--- src/rtl/pipeline_test_sequencer_pkg.sv ---
// Shared types and constants for the pipeline CPU test sequencer.
package pipeline_test_sequencer_pkg;

    // Sequencer phases, in the order a test walks through them.
    typedef enum logic [2:0] {
        ST_IDLE   = 3'd0,
        ST_PRESET = 3'd1,
        ST_LOAD   = 3'd2,
        ST_RUN    = 3'd3,
        ST_CHECK  = 3'd4,
        ST_DONE   = 3'd5
    } seq_state_e;

    // Read latency (cycles) of the program ROM and the expected-value ROM.
    localparam int unsigned ROM_LAT = 1;

endpackage

--- src/rtl/pipeline_test_sequencer_index_counter.sv ---
// seq_index_counter: loadable up-counter that stops at a limit.
//   clk, rst_n : clock, async active-low reset (count clears to 0)
//   load_i     : load start_i (has priority over en_i)
//   en_i       : advance by one unless already at limit_i
//   start_i    : value loaded on load_i
//   limit_i    : last index of the phase; the count holds there
//   cnt_o      : current index (registered)
//   last_c     : cnt_o == limit_i (combinational)
module seq_index_counter #(
    parameter int unsigned W = 8
) (
    input  logic         clk,
    input  logic         rst_n,
    input  logic         load_i,
    input  logic         en_i,
    input  logic [W-1:0] start_i,
    input  logic [W-1:0] limit_i,
    output logic [W-1:0] cnt_o,
    output logic         last_c
);

    logic [W-1:0] cnt_q;
    logic [W-1:0] cnt_d;

    assign last_c = (cnt_q == limit_i);
    assign cnt_o  = cnt_q;

    // Compare-equal termination: the count never wraps past the limit.
    always_comb begin
        cnt_d = cnt_q;
        if (load_i) begin
            cnt_d = start_i;
        end else if (en_i && !last_c) begin
            cnt_d = cnt_q + W'(1);
        end
    end

    always_ff @(posedge clk or negedge rst_n) begin
        if (!rst_n) begin
            cnt_q <= '0;
        end else begin
            cnt_q <= cnt_d;
        end
    end

endmodule

--- src/rtl/pipeline_test_sequencer.sv ---
// Self-checking harness sequencer for the pipeline CPU: presets GPRs to
// their index, copies a program from ROM to instruction memory, runs the
// CPU out of reset for RUN_CYCLES clocks, then scans all GPRs against an
// expected-value ROM and reports the result.
//   clock, reset        : clock, async active-low reset
//   start               : one-cycle pulse, starts a test when idle
//   prog_addr/prog_data : program ROM port (data one cycle after address)
//   im_we/im_addr/im_wdata       : instruction memory write port
//   gpr_we/gpr_waddr/gpr_wdata   : GPR preset write port
//   gpr_raddr/gpr_rdata : GPR read port (combinational read)
//   exp_addr/exp_data   : expected ROM port (data one cycle after address)
//   cpu_reset           : active-low CPU reset, high only while running
//   busy/done/pass      : status; done and pass hold until the next start
//   fail_count          : mismatching registers (saturating)
//   first_fail          : lowest mismatching register, 0 when none
module pipeline_test_sequencer
    import pipeline_test_sequencer_pkg::*;
#(
    parameter int unsigned DATA_WIDTH = 32,
    parameter int unsigned REG_AW     = 5,
    parameter int unsigned IM_AW      = 8,
    parameter int unsigned PROG_LEN   = 11,
    parameter int unsigned RUN_CYCLES = 100,
    parameter int unsigned CNT_W      = 16
) (
    input  logic                  clock,
    input  logic                  reset,
    input  logic                  start,
    output logic [IM_AW-1:0]      prog_addr,
    input  logic [DATA_WIDTH-1:0] prog_data,
    output logic                  im_we,
    output logic [IM_AW-1:0]      im_addr,
    output logic [DATA_WIDTH-1:0] im_wdata,
    output logic                  gpr_we,
    output logic [REG_AW-1:0]     gpr_waddr,
    output logic [DATA_WIDTH-1:0] gpr_wdata,
    output logic [REG_AW-1:0]     gpr_raddr,
    input  logic [DATA_WIDTH-1:0] gpr_rdata,
    output logic [REG_AW-1:0]     exp_addr,
    input  logic [DATA_WIDTH-1:0] exp_data,
    output logic                  cpu_reset,
    output logic                  busy,
    output logic                  done,
    output logic                  pass,
    output logic [REG_AW-1:0]     fail_count,
    output logic [REG_AW-1:0]     first_fail
);

    localparam int unsigned       NUM_REGS  = 2 ** REG_AW;
    localparam logic [REG_AW-1:0] FIRST_REG = REG_AW'(1);
    localparam logic [REG_AW-1:0] LAST_REG  = REG_AW'(NUM_REGS - 1);
    localparam logic [IM_AW-1:0]  LAST_PROG = IM_AW'(PROG_LEN - 1);
    localparam logic [CNT_W-1:0]  LAST_RUN  = CNT_W'(RUN_CYCLES - 1);
    // exp_data is valid once exp_addr has moved ROM_LAT past the first index.
    localparam logic [REG_AW-1:0] CMP_FROM  = REG_AW'(1 + ROM_LAT);

    seq_state_e state_q, state_d;

    logic                  gpr_we_q, gpr_we_d;
    logic                  im_we_q, im_we_d;
    logic [IM_AW-1:0]      im_addr_q, im_addr_d;
    logic [REG_AW-1:0]     gpr_raddr_q, gpr_raddr_d;
    logic                  cpu_reset_q, cpu_reset_d;
    logic                  busy_q, busy_d;
    logic                  done_q, done_d;
    logic                  pass_q, pass_d;
    logic [REG_AW-1:0]     fail_count_q, fail_count_d;
    logic [REG_AW-1:0]     first_fail_q, first_fail_d;

    logic                  pre_load, pre_en, pre_last;
    logic                  ld_load, ld_en, ld_last;
    logic                  run_load, run_en, run_last;
    logic                  chk_load, chk_en, chk_last;
    logic [REG_AW-1:0]     pre_cnt;
    logic [IM_AW-1:0]      ld_cnt;
    logic [CNT_W-1:0]      unused_run_cnt;
    logic [REG_AW-1:0]     chk_cnt;

    // GPR preset index: 1..NUM_REGS-1, doubles as write address and data.
    seq_index_counter #(.W(REG_AW)) u_pre_cnt (
        .clk     (clock),
        .rst_n   (reset),
        .load_i  (pre_load),
        .en_i    (pre_en),
        .start_i (FIRST_REG),
        .limit_i (LAST_REG),
        .cnt_o   (pre_cnt),
        .last_c  (pre_last)
    );

    // Program ROM address: 0..PROG_LEN-1.
    seq_index_counter #(.W(IM_AW)) u_ld_cnt (
        .clk     (clock),
        .rst_n   (reset),
        .load_i  (ld_load),
        .en_i    (ld_en),
        .start_i ('0),
        .limit_i (LAST_PROG),
        .cnt_o   (ld_cnt),
        .last_c  (ld_last)
    );

    // CPU run-time counter: 0..RUN_CYCLES-1.
    seq_index_counter #(.W(CNT_W)) u_run_cnt (
        .clk     (clock),
        .rst_n   (reset),
        .load_i  (run_load),
        .en_i    (run_en),
        .start_i ('0),
        .limit_i (LAST_RUN),
        .cnt_o   (unused_run_cnt),
        .last_c  (run_last)
    );

    // Expected ROM address: 1..NUM_REGS-1.
    seq_index_counter #(.W(REG_AW)) u_chk_cnt (
        .clk     (clock),
        .rst_n   (reset),
        .load_i  (chk_load),
        .en_i    (chk_en),
        .start_i (FIRST_REG),
        .limit_i (LAST_REG),
        .cnt_o   (chk_cnt),
        .last_c  (chk_last)
    );

    // Next-state and registered-output logic.
    always_comb begin
        state_d      = state_q;
        gpr_we_d     = gpr_we_q;
        im_we_d      = im_we_q;
        im_addr_d    = im_addr_q;
        gpr_raddr_d  = gpr_raddr_q;
        cpu_reset_d  = 1'b0;
        busy_d       = busy_q;
        done_d       = done_q;
        pass_d       = pass_q;
        fail_count_d = fail_count_q;
        first_fail_d = first_fail_q;
        pre_load     = 1'b0;
        pre_en       = 1'b0;
        ld_load      = 1'b0;
        ld_en        = 1'b0;
        run_load     = 1'b0;
        run_en       = 1'b0;
        chk_load     = 1'b0;
        chk_en       = 1'b0;

        unique case (state_q)
            ST_IDLE: begin
                if (start) begin
                    state_d      = ST_PRESET;
                    busy_d       = 1'b1;
                    done_d       = 1'b0;
                    pass_d       = 1'b0;
                    fail_count_d = '0;
                    first_fail_d = '0;
                    pre_load     = 1'b1;
                    gpr_we_d     = 1'b1;
                end
            end

            ST_PRESET: begin
                pre_en = 1'b1;
                if (pre_last) begin
                    state_d  = ST_LOAD;
                    gpr_we_d = 1'b0;
                    ld_load  = 1'b1;
                end
            end

            // The write trails the ROM address by one cycle; the last write
            // is the one whose address caught up with the held last address.
            ST_LOAD: begin
                ld_en     = 1'b1;
                im_we_d   = 1'b1;
                im_addr_d = ld_cnt;
                if (ld_last && im_we_q && (im_addr_q == ld_cnt)) begin
                    state_d     = ST_RUN;
                    im_we_d     = 1'b0;
                    run_load    = 1'b1;
                    cpu_reset_d = 1'b1;
                end
            end

            ST_RUN: begin
                run_en      = 1'b1;
                cpu_reset_d = 1'b1;
                if (run_last) begin
                    state_d     = ST_CHECK;
                    cpu_reset_d = 1'b0;
                    chk_load    = 1'b1;
                end
            end

            // gpr_raddr trails exp_addr by one cycle so both data arrive together.
            ST_CHECK: begin
                chk_en      = 1'b1;
                gpr_raddr_d = chk_cnt;
                if (chk_cnt >= CMP_FROM) begin
                    if (exp_data != gpr_rdata) begin
                        if (fail_count_q != '1) begin
                            fail_count_d = fail_count_q + REG_AW'(1);
                        end
                        if (first_fail_q == '0) begin
                            first_fail_d = gpr_raddr_q;
                        end
                    end
                    if (chk_last && (gpr_raddr_q == chk_cnt)) begin
                        state_d = ST_DONE;
                    end
                end
            end

            ST_DONE: begin
                state_d = ST_IDLE;
                busy_d  = 1'b0;
                done_d  = 1'b1;
                pass_d  = (fail_count_q == '0);
            end

            default: begin
                state_d = ST_IDLE;
            end
        endcase
    end

    always_ff @(posedge clock or negedge reset) begin
        if (!reset) begin
            state_q      <= ST_IDLE;
            gpr_we_q     <= 1'b0;
            im_we_q      <= 1'b0;
            im_addr_q    <= '0;
            gpr_raddr_q  <= '0;
            cpu_reset_q  <= 1'b0;
            busy_q       <= 1'b0;
            done_q       <= 1'b0;
            pass_q       <= 1'b0;
            fail_count_q <= '0;
            first_fail_q <= '0;
        end else begin
            state_q      <= state_d;
            gpr_we_q     <= gpr_we_d;
            im_we_q      <= im_we_d;
            im_addr_q    <= im_addr_d;
            gpr_raddr_q  <= gpr_raddr_d;
            cpu_reset_q  <= cpu_reset_d;
            busy_q       <= busy_d;
            done_q       <= done_d;
            pass_q       <= pass_d;
            fail_count_q <= fail_count_d;
            first_fail_q <= first_fail_d;
        end
    end

    assign prog_addr  = ld_cnt;
    assign im_we      = im_we_q;
    assign im_addr    = im_addr_q;
    // ROM data arrives in the write cycle itself, so it is forwarded, not
    // re-registered; gating keeps the bus at 0 outside writes.
    assign im_wdata   = im_we_q ? prog_data : '0;
    assign gpr_we     = gpr_we_q;
    assign gpr_waddr  = pre_cnt;
    assign gpr_wdata  = DATA_WIDTH'(pre_cnt);
    assign gpr_raddr  = gpr_raddr_q;
    assign exp_addr   = chk_cnt;
    assign cpu_reset  = cpu_reset_q;
    assign busy       = busy_q;
    assign done       = done_q;
    assign pass       = pass_q;
    assign fail_count = fail_count_q;
    assign first_fail = first_fail_q;

endmodule

--- config.mk ---
export PLATFORM = sky130hd
export DESIGN_NAME = pipeline_test_sequencer
export DESIGN_NICKNAME = d
export VERILOG_FILES = /design/src/rtl/pipeline_test_sequencer_pkg.sv /design/src/rtl/pipeline_test_sequencer_index_counter.sv /design/src/rtl/pipeline_test_sequencer.sv
export SDC_FILE = /design/constraint.sdc
export NUM_CORES = 1
export LEC_CHECK = 0
export ABC_AREA = 1
export CAP_MARGIN = 20
export CORE_ASPECT_RATIO = 1.2
export CORE_MARGIN = 1
export CORE_UTILIZATION = 31
export CTS_CLUSTER_SIZE = 10
export DETAILED_ROUTE_END_ITERATION = 12
export PLACE_DENSITY_LB_ADDON = 0.1
export SKIP_CTS_REPAIR_TIMING = 1
export SLEW_MARGIN = 20
export SYNTH_ARGS = -nofsm -noshare
export SYNTH_HDL_FRONTEND = slang
export SYNTH_HIERARCHICAL = 1
export SYNTH_SLANG_ARGS = --single-unit
export TNS_END_PERCENT = 100
--- constraint.sdc ---
create_clock -name clock -period 3.7 [get_ports clock]
set_input_delay 1.11 -clock clock [delete_from_list [all_inputs] [get_ports clock]]
set_output_delay 1.11 -clock clock [all_outputs]
set_load 0.005 [all_outputs]
Word-level counts from Yosys, hierarchy flattened
Index checks and enable logic that the tools add are counted.
{ "totals": {"regBits": 66, "latchBits": 0, "mem_bits_rw": 0, "romBits": 0, "out_inout_bits": 111, "mem_count": 0} }
{ "classes": {"n_addsub": 5, "multipliers": 0, "div_mod_pow": 0, "magnitude_cmp": 1, "n_eq_ne": 22, "shifts": 0, "n_mux": 47, "n_bitwise": 0, "n_reduce_logical": 26} }
{ "op_table": {"columns": ["cell", "count"], "rows": [
  ["5-bit 2-to-1 mux", 11],
  ["16-bit 2-to-1 mux", 2],
  ["32-bit 2-to-1 mux", 1],
  ["32-bit != test", 1],
  ["5-bit one-hot mux with 2 select lines", 2],
  ["3-bit 2-to-1 mux", 6],
  ["1-bit 2-to-1 mux", 17],
  ["16-bit by 1-bit adder with 16-bit output (second input constant)", 1],
  ["16-bit by 7-bit equality test with 1-bit output (second input constant)", 1],
  ["8-bit 2-to-1 mux", 2],
  ["5-bit by 1-bit adder with 5-bit output (second input constant)", 3],
  ["3-bit one-hot mux with 5 select lines", 1],
  ["2-bit != test (second input constant)", 7],
  ["2-bit nonzero test", 7],
  ["5-bit equality test (second input constant)", 2],
  ["5-bit logical NOT", 2],
  ["1-bit one-hot mux with 2 select lines", 5],
  ["5-bit AND reduction", 2],
  ["8-bit by 1-bit adder with 8-bit output (second input constant)", 1],
  ["8-bit by 4-bit equality test with 1-bit output (second input constant)", 1],
  ["8-bit equality test", 1],
  ["1-bit logical AND", 7],
  ["3-bit by 2-bit equality test with 1-bit output (second input constant)", 2],
  ["3-bit equality test (second input constant)", 2],
  ["10 further kinds", 14]
]} }

Depth between registers and ports, before layout
Gate-level depths: netlist of the first run.
{ "depth": {"word_depth": 6, "depth_mapped": 19, "depth_no_buf": 17} }

By module
Netlist of the first run, hierarchy kept.
{ "by_module_without_submodules": {"columns": ["module", "instances", "cells_each", "area_per_inst_um2", "seq_area_each_um2"], "rows": [
  ["pipeline_test_sequencer", 1, 438, 2745.1, 800.8],
  ["seq_index_counter (u_run_cnt)", 1, 264, 1462.7, 400.4],
  ["seq_index_counter (u_chk_cnt ...)", 2, 69, 445.4, 125.1],
  ["seq_index_counter (u_ld_cnt)", 1, 114, 701.9, 200.2]
]} }

Worst setup path after synthesis of the first run
Ideal clock, no wire load.
{ "synth_path": {"kind": "register to register", "startpoint": "register u_ld_cnt.cnt_q[4] (netlist: u_ld_cnt/cnt_o[4])", "endpoint": "register u_run_cnt.cnt_q[3] (netlist: u_run_cnt/cnt_o[3])", "arrival_time_ns": 2.205, "t_required_ns": 3.583, "path_slack_ns": 1.378, "stages_incl_launch_ff": 20, "path_buffers": 2, "synth_period_minus_slack_ns": 2.322, "path_cell_list": "dfrtp_1 > inv_2 > nand2_1 > nand2_4 > nand2_1 > nor2_2 > nand2_2 > inv_1 > nand2_1 > o21bai_1 > nor3_1 > nand3_1 > nor2_1 > buf_2 > inv_1 > clkbuf_1 > nor2_1 > a31oi_1 > nand2_1 > nand2_1"} }
{ "synth_between": {"elab_chain_cells": 6, "elab_cells_between_ends": 8, "classes_between": "eq/ne (2); mux (3); reduce/logical (3)"} }
{ "synth_lines": {"columns": ["item", "line_no", "source"], "rows": [
  ["start: declaration", "pipeline_test_sequencer_index_counter.sv:22", "logic [W-1:0] cnt_q;"],
  ["start signal: assignment", "pipeline_test_sequencer_index_counter.sv:42", "cnt_q <= cnt_d;"],
  ["8-bit by 4-bit equality test with 1-bit output (*)", "pipeline_test_sequencer_index_counter.sv:25", "assign last_c = (cnt_q == limit_i);"],
  ["net ld_last", "pipeline_test_sequencer.sv:71", "logic ld_load, ld_en, ld_last;"],
  ["1-bit logical AND (*) (2 in series)", "pipeline_test_sequencer.sv:178", "if (ld_last && im_we_q && (im_addr_q == ld_cnt)) begin"],
  ["1-bit 2-to-1 mux (*)", "pipeline_test_sequencer.sv:178", null],
  ["1-bit 2-to-1 mux (*)", "pipeline_test_sequencer.sv:149", "unique case (state_q)"],
  ["net run_load", "pipeline_test_sequencer.sv:72", "logic run_load, run_en, run_last;"],
  ["16-bit 2-to-1 mux / 2-bit nonzero test (equally long branches)", null, null],
  ["end signal: assignment", "pipeline_test_sequencer_index_counter.sv:42", null],
  ["end: declaration", "pipeline_test_sequencer_index_counter.sv:22", null]
]} }
The timed path passes the listed nets; every way through them passes the cells marked *.
A chain may end at the register's enable or synchronous reset.

Worst setup path after layout of the first run
{ "layout_path": {"startpoint": "input port prog_data[9]", "endpoint": "output port im_wdata[9]"} }
{ "layout_between": {"elab_chain_cells": 1} }
{ "layout_lines": {"columns": ["item", "line_no", "source"], "rows": [
  ["start: declaration", "pipeline_test_sequencer.sv:30", "input logic [DATA_WIDTH-1:0] prog_data,"],
  ["32-bit 2-to-1 mux", "pipeline_test_sequencer.sv:261", "assign im_wdata = im_we_q ? prog_data : '0;"],
  ["end: declaration", "pipeline_test_sequencer.sv:33", "output logic [DATA_WIDTH-1:0] im_wdata,"]
]} }
No other way between the ends.

==> results of run 1 <==
placed cells by master (no fill, tap or decap):
master	count
conb_1	124
nor4_2	1
o22ai_1	4
a31oi_1	7
o31ai_1	2
clkbuf_16	9
nor3_2	1
inv_1	146
nand2_1	376
clkinv_4	1
or2_0	1
nand3_1	70
dfrtp_1	66
clkinv_2	5
nor2_2	8
xor2_1	17
xnor2_1	20
a21oi_1	9
nor3b_1	1
buf_4	8
clkinv_1	2
nand2_4	9
inv_2	10
o21ai_0	23
o21ai_1	6
clkdlybuf4s50_1	181
nand3_2	5
nand2_2	3
nor2_1	71
nand4_1	21
clkinvlp_4	2
o21bai_1	1
ha_1	7
bufinv_16	2
nor3_1	8
path summary, 6_finish.rpt:
kind                                      end  depth (start not counted)
max                               im_wdata[9]                          4
min                                    gpr_we                          2
max reg2reg                u_run_cnt/cnt_o[3]                         16
min reg2reg                            gpr_we                          2
max in group asynchronous          im_addr[7]                          1
min in group asynchronous  u_run_cnt/cnt_o[9]                          1
per-stage QoR:
stage,instances,setup WS [ns]
3_3_place_gp,1435,0.379
4_1_cts,1451,0.387
6_report,1451,0.386
3_5_place_dp,1435,0.391
5_1_grt,1451,0.309
2_1_floorplan,1076,1.38
logic make-up after synthesis:
kind of cell	Yosys count	synth area share, %
simple gates	575	42.3
buf+inv	215	17.1
flops	66	28.5
compound gates	52	4.85
xor+xnor	37	5.59
fa+ha+maj	7	1.51
other cells	2	0.129
worst register-to-register path, cell delays in order (launching register included):
cell      delay, ns
dfrtp_1        0.48
inv_2          0.10
nand2_1        0.08
nand2_4        0.06
nand2_1        0.07
nor2_2         0.12
nand2_2        0.09
inv_1          0.06
nand2_1        0.04
o21bai_1       0.18
nor3_1         0.20
nand3_1        0.19
nor2_1         0.16
inv_1          0.44
nand2_4        0.41
nand2_1        0.10
nand2_1        0.07
layer usage:
layer  share of wire (%)  vias to the layer above  global-route usage (%)
met3                 2.8                       14                    2.99
met1                  45                     2550                    21.4
met2                  51                       84                    31.0
met4                 1.5                        0                    5.44
li1                    -                     3284                       -
met5                   0                        -                       0
area by class of cell:
cell class                 count  share of cell area, %
clock buffer                   9                   2.70
clock inverter                 7                   1.12
inverter                     161                   7.29
multi-input combinational    795                   43.3
sequential                    66                   19.8
tap                          224                   3.36
timing repair buffer         189                   22.4
registers in the layout (all words and copies together), names as in the netlist, 3 cells and up:
name / flops
im_addr: 8
u_pre_cnt/cnt_o: 5
u_ld_cnt/cnt_o: 8
state_q: 3
first_fail: 5
fail_count: 5
gpr_raddr: 5
u_run_cnt/cnt_o: 16
u_chk_cnt/cnt_o: 5
report_power, final:
part           switching, mW  leakage [nW]  internal, mW  total, mW
clock                  0.351         0.151         0.589      0.939
sequential             0.315         0.874         0.932       1.25
combinational           1.10          3.43          1.09       2.19
==> Implementation_results.wiki, run 1 <==
{| class="wikitable"
! Metric !! Value
|-
| Arrival time at the worst endpoint || 2.20 ns
|-
| Number of instances in the synthesized netlist || between 900 and 1k
|-
| Area of the mapped netlist || 5800 um2
|-
| Clock tree from TritonCTS || built
|-
| Final design area excluding fillers || around 8300 um2
|-
| Nets@finish || 1328
|-
| Count of input and output buffers || 182
|-
| CTS Root Cell || clkbuf_16
|-
| Clk slew on worst S/H paths || around 0.060 ns
|-
| Sum of net half-perimeters after detailed placement || 12.1 mm
|-
| DRC violation count after routing || 0
|-
| Data required time at the worst endpoint || about 2.6 ns
|-
| Routed wire length per instance || 10.9 um
|-
| Critical Path Sink Type || primary output
|-
| Overall Power || 4.37 mW
|-
| Number of buffers between clock root and the deepest sink || 2
|-
| Cell-by-cell trace of the critical path || clkdlybuf4s50_1 > nand2_1 > inv_1 > clkdlybuf4s50_1
|-
| Minimum period implied by the final worst setup slack || 3.31 ns
|-
| Proportion of netlist area held by the largest area contributor || 28.5%
|-
| Wire length of the first global-routing pass || 27.2 mm
|-
| Max-cap check violation count || 0
|-
| Main synth FF type || dfrtp_1
|-
| Beginning of the worst hold path || gpr_we
|-
| Setup violations, final || 0
|-
| R2R Setup Slk || between 0.7 and 0.8 ns
|-
| Antenna diode count || 0
|-
| Via total after detailed routing || 5932
|-
| Result of the run || finished clean
|-
| EDFF count, synth || 0
|-
| HP Class || register to register
|-
| H-tree depth reported by CTS || 3
|-
| Period utilisation layout || 89.6%
|-
| Die Outline Area || 19300 um2
|-
| Type of the worst setup path || input port to primary output
|-
| Post-DR vias/cell || 4.09
|-
| TritonCTS buffer count || 9
|-
| GR Util All Layers || 17.5%
|-
| Leading cell types by total area after synthesis || dfrtp_1 (28%), nand2_1 (24%), inv_1 (9.4%)
|-
| Top cells by instance count after synthesis || nand2_1 (376), inv_1 (146), nor2_1 (71)
|-
| RSZ-0062 raised after global routing || no
|-
| Cell family with the largest share of critical-path delay || buffers and inverters
|-
| I/O pins || 210
|-
| Unique masters post-synth || 33
|-
| Initial core utilization || 31.8%
|-
| Async set or reset register ratio after synthesis || 100%
|-
| Initial detailed-routing violation count || 280
|-
| Number of buffer and inverter stages on the critical path || 3
|-
| Placed instance area || 8030 um2
|-
| Largest net degree at the start of global routing || 67
|-
| Final-report max-slew violation count || 0
|-
| Total area of sequential cells || between 1500 and 2000 um2
|-
| Total area of multi-input combinational cells || approximately 3600 um2
|-
| FP Rows || 54
|-
| Final wirelength || 15.8 mm
|-
| Leak || 4.46 nW
|-
| Relative slew slack || 31.5%
|-
| Final hold slack || 0.492 ns
|-
| Kind of start point of the critical path || input port
|-
| Critical path startpoint || prog_data[9]
|-
| Insertion delay of the later-clocked pin in the worst-skew pair || between 0.3 and 0.4 ns
|-
| Cell with the biggest individual delay on the critical path || clkdlybuf4s50_1
|-
| Cell type with the highest aggregate area in the netlist || dfrtp_1
|-
| GRT overflow || 0
|-
| Number of register bits inferred by synthesis || 66
|-
| Post-Syn Area per Cell || a little over 6 um2
|-
| Fill cell count || 1959
|-
| Die Span X || 127 um
|-
| Skew final || 0.00827 ns
|-
| Crit-path max cell delay || about 0.5 ns
|-
| Number of failing hold endpoints at the final stage || 0
|-
| DRT Pass-1 Iters || 4
|-
| Worst ir drop on vdd || ~0.00029 V
|-
| Worst-Margin Slew || 1.03 ns
|-
| Origin of the critical flop-to-flop path || u_ld_cnt/cnt_o[4]
|-
| Synthesis Warnings || 6
|-
| Final total negative setup slack || 0 ns
|-
| Via count of the first global-routing pass || 5560
|-
| Area inside the core boundary || 18200 um2
|-
| GP Congestion || 0.770
|-
| Final core utilization || 45.7%
|-
| Number of antenna violations at the first check in global routing || 0
|-
| Clock tree sinks || 66
|-
| Final ANT Viol Nets || 0
|-
| Area growth, synth to finish || 43.9%
|-
| Cell mode on critical path || clkdlybuf4s50_1
|-
| Maximum fanout along the worst path || 1
|-
| Share of cells above drive strength 1 || 5.22%
|-
| Power per Cell Area || 524 nW/um2
|-
| Cell with the most instances after synthesis || nand2_1
|-
| Die Span Y || 152 um
|-
| Sequential-to-total area share from yosys stat || 28.5%
|-
| Max frequency || 302 MHz
|}
No activity file was read; power rests on OpenSTA's default activity.
==> run 2: changes to the inputs <==
--- a/config.mk
+++ b/config.mk
@@ -13,6 +13,7 @@
 export CTS_CLUSTER_SIZE = 10
 export DETAILED_ROUTE_END_ITERATION = 12
 export PLACE_DENSITY_LB_ADDON = 0.1
+export REMOVE_ABC_BUFFERS = 1
 export SKIP_CTS_REPAIR_TIMING = 1
 export SLEW_MARGIN = 20
 export SYNTH_ARGS = -nofsm -noshare
==> Implementation_results.wiki, run 2 (synthesis results as in run 1) <==
{| class="wikitable"
! Metric !! Value
|-
| Die Outline Area || 19300 um2 (unchanged)
|-
| Relative slew slack || 28.4% (was 31.5%)
|-
| Clock tree from TritonCTS || built (unchanged)
|-
| Max frequency || 302 MHz (about the same)
|-
| Clk slew on worst S/H paths || 0.06 ns (about the same)
|-
| Count of input and output buffers || 182 (unchanged)
|-
| Final core utilization || 45.7% (about the same)
|-
| Final wirelength || 15.3 mm (was 15.8 mm)
|-
| Initial core utilization || 31.8% (unchanged)
|-
| Number of placed instances with taps included || 1434 (was 1435)
|-
| Insertion delay of the later-clocked pin in the worst-skew pair || 0.33 ns (was 0.34 ns)
|-
| Kind of start point of the critical path || input port (unchanged)
|-
| Nets@finish || 1327 (was 1328)
|-
| Antenna diode count || 0 (unchanged)
|-
| Sum of net half-perimeters after detailed placement || 11.6 mm (was 12.1 mm)
|-
| Worst-Margin Slew || 1.07 ns (was 1.03 ns)
|-
| Leak || 4.46 nW (about the same)
|-
| Final non-filler cell total || 1450 (was 1451)
|-
| GRT overflow || 0 (unchanged)
|-
| HP Class || register to register (unchanged)
|-
| Result of the run || finished clean (unchanged)
|-
| Maximum fanout along the worst path || 1 (unchanged)
|-
| Die Span Y || 152 um (unchanged)
|-
| GR Util All Layers || 16.5% (was 17.5%)
|-
| Minimum period implied by the final worst setup slack || 3.31 ns (about the same)
|-
| Final-report max-slew violation count || 0 (unchanged)
|-
| Skew final || 0.00651 ns (was 0.00827 ns)
|-
| GP Congestion || 0.785 (was 0.770)
|-
| Share of cells above drive strength 1 || 5.06% (was 5.22%)
|-
| Wire length of the first global-routing pass || 26.0 mm (was 27.2 mm)
|-
| Number of antenna violations at the first check in global routing || 0 (unchanged)
|-
| Flip-flop count of the largest register after layout || 16 (unchanged)
|-
| Number of failing hold endpoints at the final stage || 0 (unchanged)
|-
| Critical Path Sink Type || primary output (unchanged)
|-
| Worst ir drop on vdd || 0.000261 V (was 0.000287 V)
|-
| Final hold slack || 0.474 ns (was 0.492 ns)
|-
| DRT Pass-1 Iters || 4 (unchanged)
|-
| Die Span X || 127 um (unchanged)
|-
| Initial detailed-routing violation count || 235 (was 280)
|-
| TritonCTS buffer count || 9 (unchanged)
|-
| DRC violation count after routing || 0 (unchanged)
|-
| Fill cell count || 1864 (was 1959)
|-
| Power per Cell Area || 521 nW/um2 (was 524 nW/um2)
|-
| Via total after detailed routing || 6001 (was 5932)
|-
| Max-cap check violation count || 0 (unchanged)
|-
| Slack of the critical path || 0.388 ns (was 0.386 ns)
|-
| RSZ-0062 raised after global routing || no (unchanged)
|-
| Post-Place Worst Slack || 0.377 ns (was 0.391 ns)
|-
| FP Rows || 54 (unchanged)
|-
| Period utilisation layout || 89.5% (was 89.6%)
|-
| Via count of the first global-routing pass || 5441 (was 5560)
|-
| Most frequent cells in the layout || nand2_1 (376), clkdlybuf4s50_1 (181), inv_1 (146) (unchanged)
|-
| Data required time at the worst endpoint || 2.59 ns (about the same)
|-
| Final ANT Viol Nets || 0 (unchanged)
|-
| Total area of multi-input combinational cells || 3620 um2 (was 3610 um2)
|-
| Number of buffers between clock root and the deepest sink || 2 (unchanged)
|-
| Clock tree sinks || 66 (unchanged)
|-
| Arrival time at the worst endpoint || 2.20 ns (about the same)
|-
| H-tree depth reported by CTS || 3 (unchanged)
|-
| Routed wire length per instance || 10.6 um (was 10.9 um)
|-
| I/O pins || 210 (unchanged)
|-
| Largest net degree at the start of global routing || 67 (unchanged)
|-
| Final total negative setup slack || 0 ns (unchanged)
|-
| Most common library cell in the layout ignoring fill and taps || nand2_1 (unchanged)
|-
| Area growth, synth to finish || 43.9% (about the same)
|-
| Area inside the core boundary || 18200 um2 (unchanged)
|-
| Total area of sequential cells || 1650 um2 (unchanged)
|-
| Setup violations, final || 0 (unchanged)
|-
| Type of the worst setup path || input port to primary output (unchanged)
|-
| CTS Root Cell || clkbuf_16 (unchanged)
|-
| Post-DR vias/cell || 4.14 (was 4.09)
|}
==> run 2: final timing paths <==
check	cells past startpoint	from	to	slack (ns)
hold reg to reg	2	busy	busy	0.47
min in group asynchronous	1	reset	u_pre_cnt/cnt_o[4]	0.91
setup / recovery	4	prog_data[14]	im_wdata[14]	0.39
hold / removal	2	busy	busy	0.47
max in group asynchronous	1	reset	u_run_cnt/cnt_o[1]	2.24
setup reg to reg	16	u_ld_cnt/cnt_o[4]	u_run_cnt/cnt_o[6]	0.72
==> run 2: worst max-delay path, cell delays in order <==
cell and delay [ns]:
clkdlybuf4s50_1 0.46, nand2_1 0.07, inv_1 0.07, clkdlybuf4s50_1 0.49
==> run 2: power by group <==
group | switching [mW] | leakage, nW | total [mW] | internal, mW
Clock | 0.314 | 0.157 | 0.924 | 0.610
Sequential | 0.312 | 0.874 | 1.24 | 0.933
Combinational | 1.09 | 3.43 | 2.18 | 1.08
==> run 2: area by class of cell <==
class / count / area share (%)
Multi-Input combinational cell: 795 / 43.4
Clock buffer: 12 / 2.95
Inverter: 161 / 7.29
Sequential cell: 66 / 19.8
Clock inverter: 4 / 0.885
Timing Repair Buffer: 188 / 22.3
Tap cell: 224 / 3.36
==> run 2: through the flow <==
| stage | total power, mW | cell area (um2) |
|---|---|---|
| final | 4.34 | 8340 |
| after global routing | 4.76 | 8340 |
| after CTS | 4.41 | 8340 |
| after detailed placement | 3.46 | 8020 |
| after global placement | 3.45 | 8020 |
| after floorplan | 2.38 | 5870 |
==> run 2: per-layer routing <==
layer	global-route usage, %	wire (um)
met2	29.1	7570
met1	20.3	6860
met3	3.10	731
met4	4.48	158
met5	0	0
==> run 3: changes to the inputs <==
--- a/config.mk
+++ b/config.mk
@@ -13,7 +13,6 @@
 export CTS_CLUSTER_SIZE = 10
 export DETAILED_ROUTE_END_ITERATION = 12
 export PLACE_DENSITY_LB_ADDON = 0.1
-export REMOVE_ABC_BUFFERS = 1
 export SKIP_CTS_REPAIR_TIMING = 1
 export SLEW_MARGIN = 20
 export SYNTH_ARGS = -nofsm -noshare
==> constraint.sdc (replaced) <==
create_clock -name clock -period 3.7 [get_ports clock]
set_input_delay 1.11 -clock clock [delete_from_list [all_inputs] [get_ports clock]]
set_output_delay 1.11 -clock clock [all_outputs]
set_load 0.05 [all_outputs]
==> Implementation_results.wiki, run 3 (synthesis results as in run 1) <==
{| class="wikitable"
! Metric !! Value
|-
| Result of the run || finished clean (unchanged)
|-
| Number of antenna violations at the first check in global routing || 0 (unchanged)
|-
| GP Congestion || 0.810 (was 0.785)
|-
| FF-to-FF path depth || 14 (was 16)
|-
| DRC violation count after routing || 0 (unchanged)
|-
| Skew final || 0.00741 ns (was 0.00651 ns)
|-
| Number of buffers between clock root and the deepest sink || 2 (unchanged)
|-
| Clk slew on worst S/H paths || 0.06 ns (about the same)
|-
| Initial core utilization || 31.8% (unchanged)
|-
| Final-report max-slew violation count || 0 (unchanged)
|-
| Worst-Margin Slew || 1.05 ns (was 1.07 ns)
|-
| Data required time at the worst endpoint || 2.59 ns (about the same)
|-
| Post-DR vias/cell || 4.11 (was 4.14)
|-
| Share of cells above drive strength 1 || 7.90% (was 5.06%)
|-
| Final ANT Viol Nets || 0 (unchanged)
|-
| Number of instances on the worst hold path || 2 (unchanged)
|-
| Most common library cell in the layout ignoring fill and taps || nand2_1 (unchanged)
|-
| Number of buffer and inverter stages on the critical path || 3 (unchanged)
|-
| Wire length of the first global-routing pass || 26.7 mm (was 26.0 mm)
|-
| Cell-by-cell trace of the critical path || clkdlybuf4s50_1 > nand2_1 > inv_1 > buf_12 (was clkdlybuf4s50_1 > nand2_1 > inv_1 > clkdlybuf4s50_1)
|-
| Final total negative setup slack || 0 ns (unchanged)
|-
| Worst ir drop on vdd || 0.000392 V (was 0.000261 V)
|-
| Sum of net half-perimeters after detailed placement || 12.3 mm (was 11.6 mm)
|-
| Clock tree from TritonCTS || built (unchanged)
|-
| Crit-path max cell delay || 0.46 ns (was 0.49 ns)
|-
| GRT overflow || 0 (unchanged)
|-
| Most frequent cells in the layout || nand2_1 (376), clkdlybuf4s50_1 (149), inv_1 (146) (was nand2_1 (376), clkdlybuf4s50_1 (181), inv_1 (146))
|-
| Maximum fanout along the worst path || 1 (unchanged)
|-
| Fill cell count || 1878 (was 1864)
|-
| Area inside the core boundary || 18200 um2 (unchanged)
|-
| Count of input and output buffers || 182 (unchanged)
|-
| Max frequency || 333 MHz (was 302 MHz)
|-
| Cell with the biggest individual delay on the critical path || clkdlybuf4s50_1 (unchanged)
|-
| Area growth, synth to finish || 49.7% (was 43.9%)
|-
| Power per Cell Area || 657 nW/um2 (was 521 nW/um2)
|-
| Relative slew slack || 29.8% (was 28.4%)
|-
| Stages on the worst setup path || 4 (unchanged)
|-
| Largest net degree at the start of global routing || 67 (unchanged)
|-
| Kind of start point of the critical path || input port (unchanged)
|-
| Minimum period implied by the final worst setup slack || 3.00 ns (was 3.31 ns)
|-
| Routed wire length per instance || 10.9 um (was 10.6 um)
|-
| Critical Path Sink Type || primary output (unchanged)
|-
| Period utilisation layout || 81.1% (was 89.5%)
|-
| RSZ-0062 raised after global routing || no (unchanged)
|-
| Nets@finish || 1329 (was 1327)
|-
| CTS Root Cell || clkbuf_16 (unchanged)
|-
| Antenna diode count || 0 (unchanged)
|-
| H-tree depth reported by CTS || 3 (unchanged)
|-
| FP Rows || 54 (unchanged)
|-
| I/O pins || 210 (unchanged)
|-
| Flip-flop count of the largest register after layout || 16 (unchanged)
|-
| Number of failing hold endpoints at the final stage || 0 (unchanged)
|-
| TritonCTS buffer count || 9 (unchanged)
|-
| Type of the worst setup path || input port to primary output (unchanged)
|-
| Cell family with the largest share of critical-path delay || buffers and inverters (unchanged)
|-
| Via count of the first global-routing pass || 5425 (was 5441)
|-
| Max-cap check violation count || 0 (unchanged)
|-
| R2R Setup Slk || 0.82 ns (was 0.72 ns)
|-
| Overall Power || 5.71 mW (was 4.34 mW)
|-
| Setup violations, final || 0 (unchanged)
|-
| Leak || 4.63 nW (was 4.46 nW)
|-
| Die Span X || 127 um (unchanged)
|-
| HP Class || register to register (unchanged)
|-
| GR Util All Layers || 17.1% (was 16.5%)
|-
| DRT Pass-1 Iters || 4 (unchanged)
|-
| Clock tree sinks || 66 (unchanged)
|-
| Final wirelength || 15.8 mm (was 15.3 mm)
|-
| Die Span Y || 152 um (unchanged)
|-
| Insertion delay of the later-clocked pin in the worst-skew pair || 0.34 ns (was 0.33 ns)
|-
| Arrival time at the worst endpoint || 1.89 ns (was 2.20 ns)
|-
| Via total after detailed routing || 5973 (was 6001)
|-
| Die Outline Area || 19300 um2 (unchanged)
|-
| Initial detailed-routing violation count || 251 (was 235)
|}
-- run 3: worst min-delay path: stages, from the launching register on --
cell,delay [ns]
dfrtp_1,0.34
o21ai_1,0.07
inv_1,0.05
-- run 3: power breakdown --
| part | internal, mW | switching, mW | leakage, nW |
|---|---|---|---|
| sequential | 0.932 | 0.336 | 0.874 |
| clock | 0.596 | 0.354 | 0.153 |
| combinational | 1.30 | 2.19 | 3.61 |
| total | 2.83 | 2.88 | 4.63 |
-- run 3: layer usage --
layer	wire, um	track usage [%]	share of wire [%]	vias to the layer above
met5	0	0	0	-
met2	8150	30.3	51	99
met3	450	2.36	2.8	21
li1	-	-	-	3284
met1	6890	20.8	44	2569
met4	338	6.69	2.1	0
-- run 3: per-stage QoR --
stage	utilization [%]	worst slack, ns	hold slack (ns)	cells	cell area, um2
after floorplan	-	1.09	0.521	1076	6260
after global placement	45.8	0.697	0.478	1436	8350
after detailed placement	45.8	0.700	0.474	1436	8350
after CTS	47.6	0.680	0.496	1452	8680
after global routing	47.6	0.486	0.534	1452	8680
final	47.6	0.699	0.490	1452	8680
-- run 3: path summary, 6_finish.rpt --
check	from	endpoint
max in group asynchronous	reset	u_run_cnt/cnt_o[11]
worst max-delay path	prog_data[2]	im_wdata[2]
worst min register to register	gpr_we	gpr_we
worst min-delay path	gpr_we	gpr_we
worst max register to register	u_ld_cnt/cnt_o[6]	u_run_cnt/cnt_o[6]
min in group asynchronous	reset	u_pre_cnt/cnt_o[3]
-- run 3: final cells by class --
cell class | count | area, um2 | area share [%]
Tap cell | 224 | 280 | 3.23
Timing Repair Buffer | 190 | 2200 | 25.3
Sequential cell | 66 | 1650 | 19.0
Clock inverter | 7 | 101 | 1.17
Multi-Input combinational cell | 795 | 3610 | 41.6
Inverter | 161 | 608 | 7.00
Clock buffer | 9 | 225 | 2.59
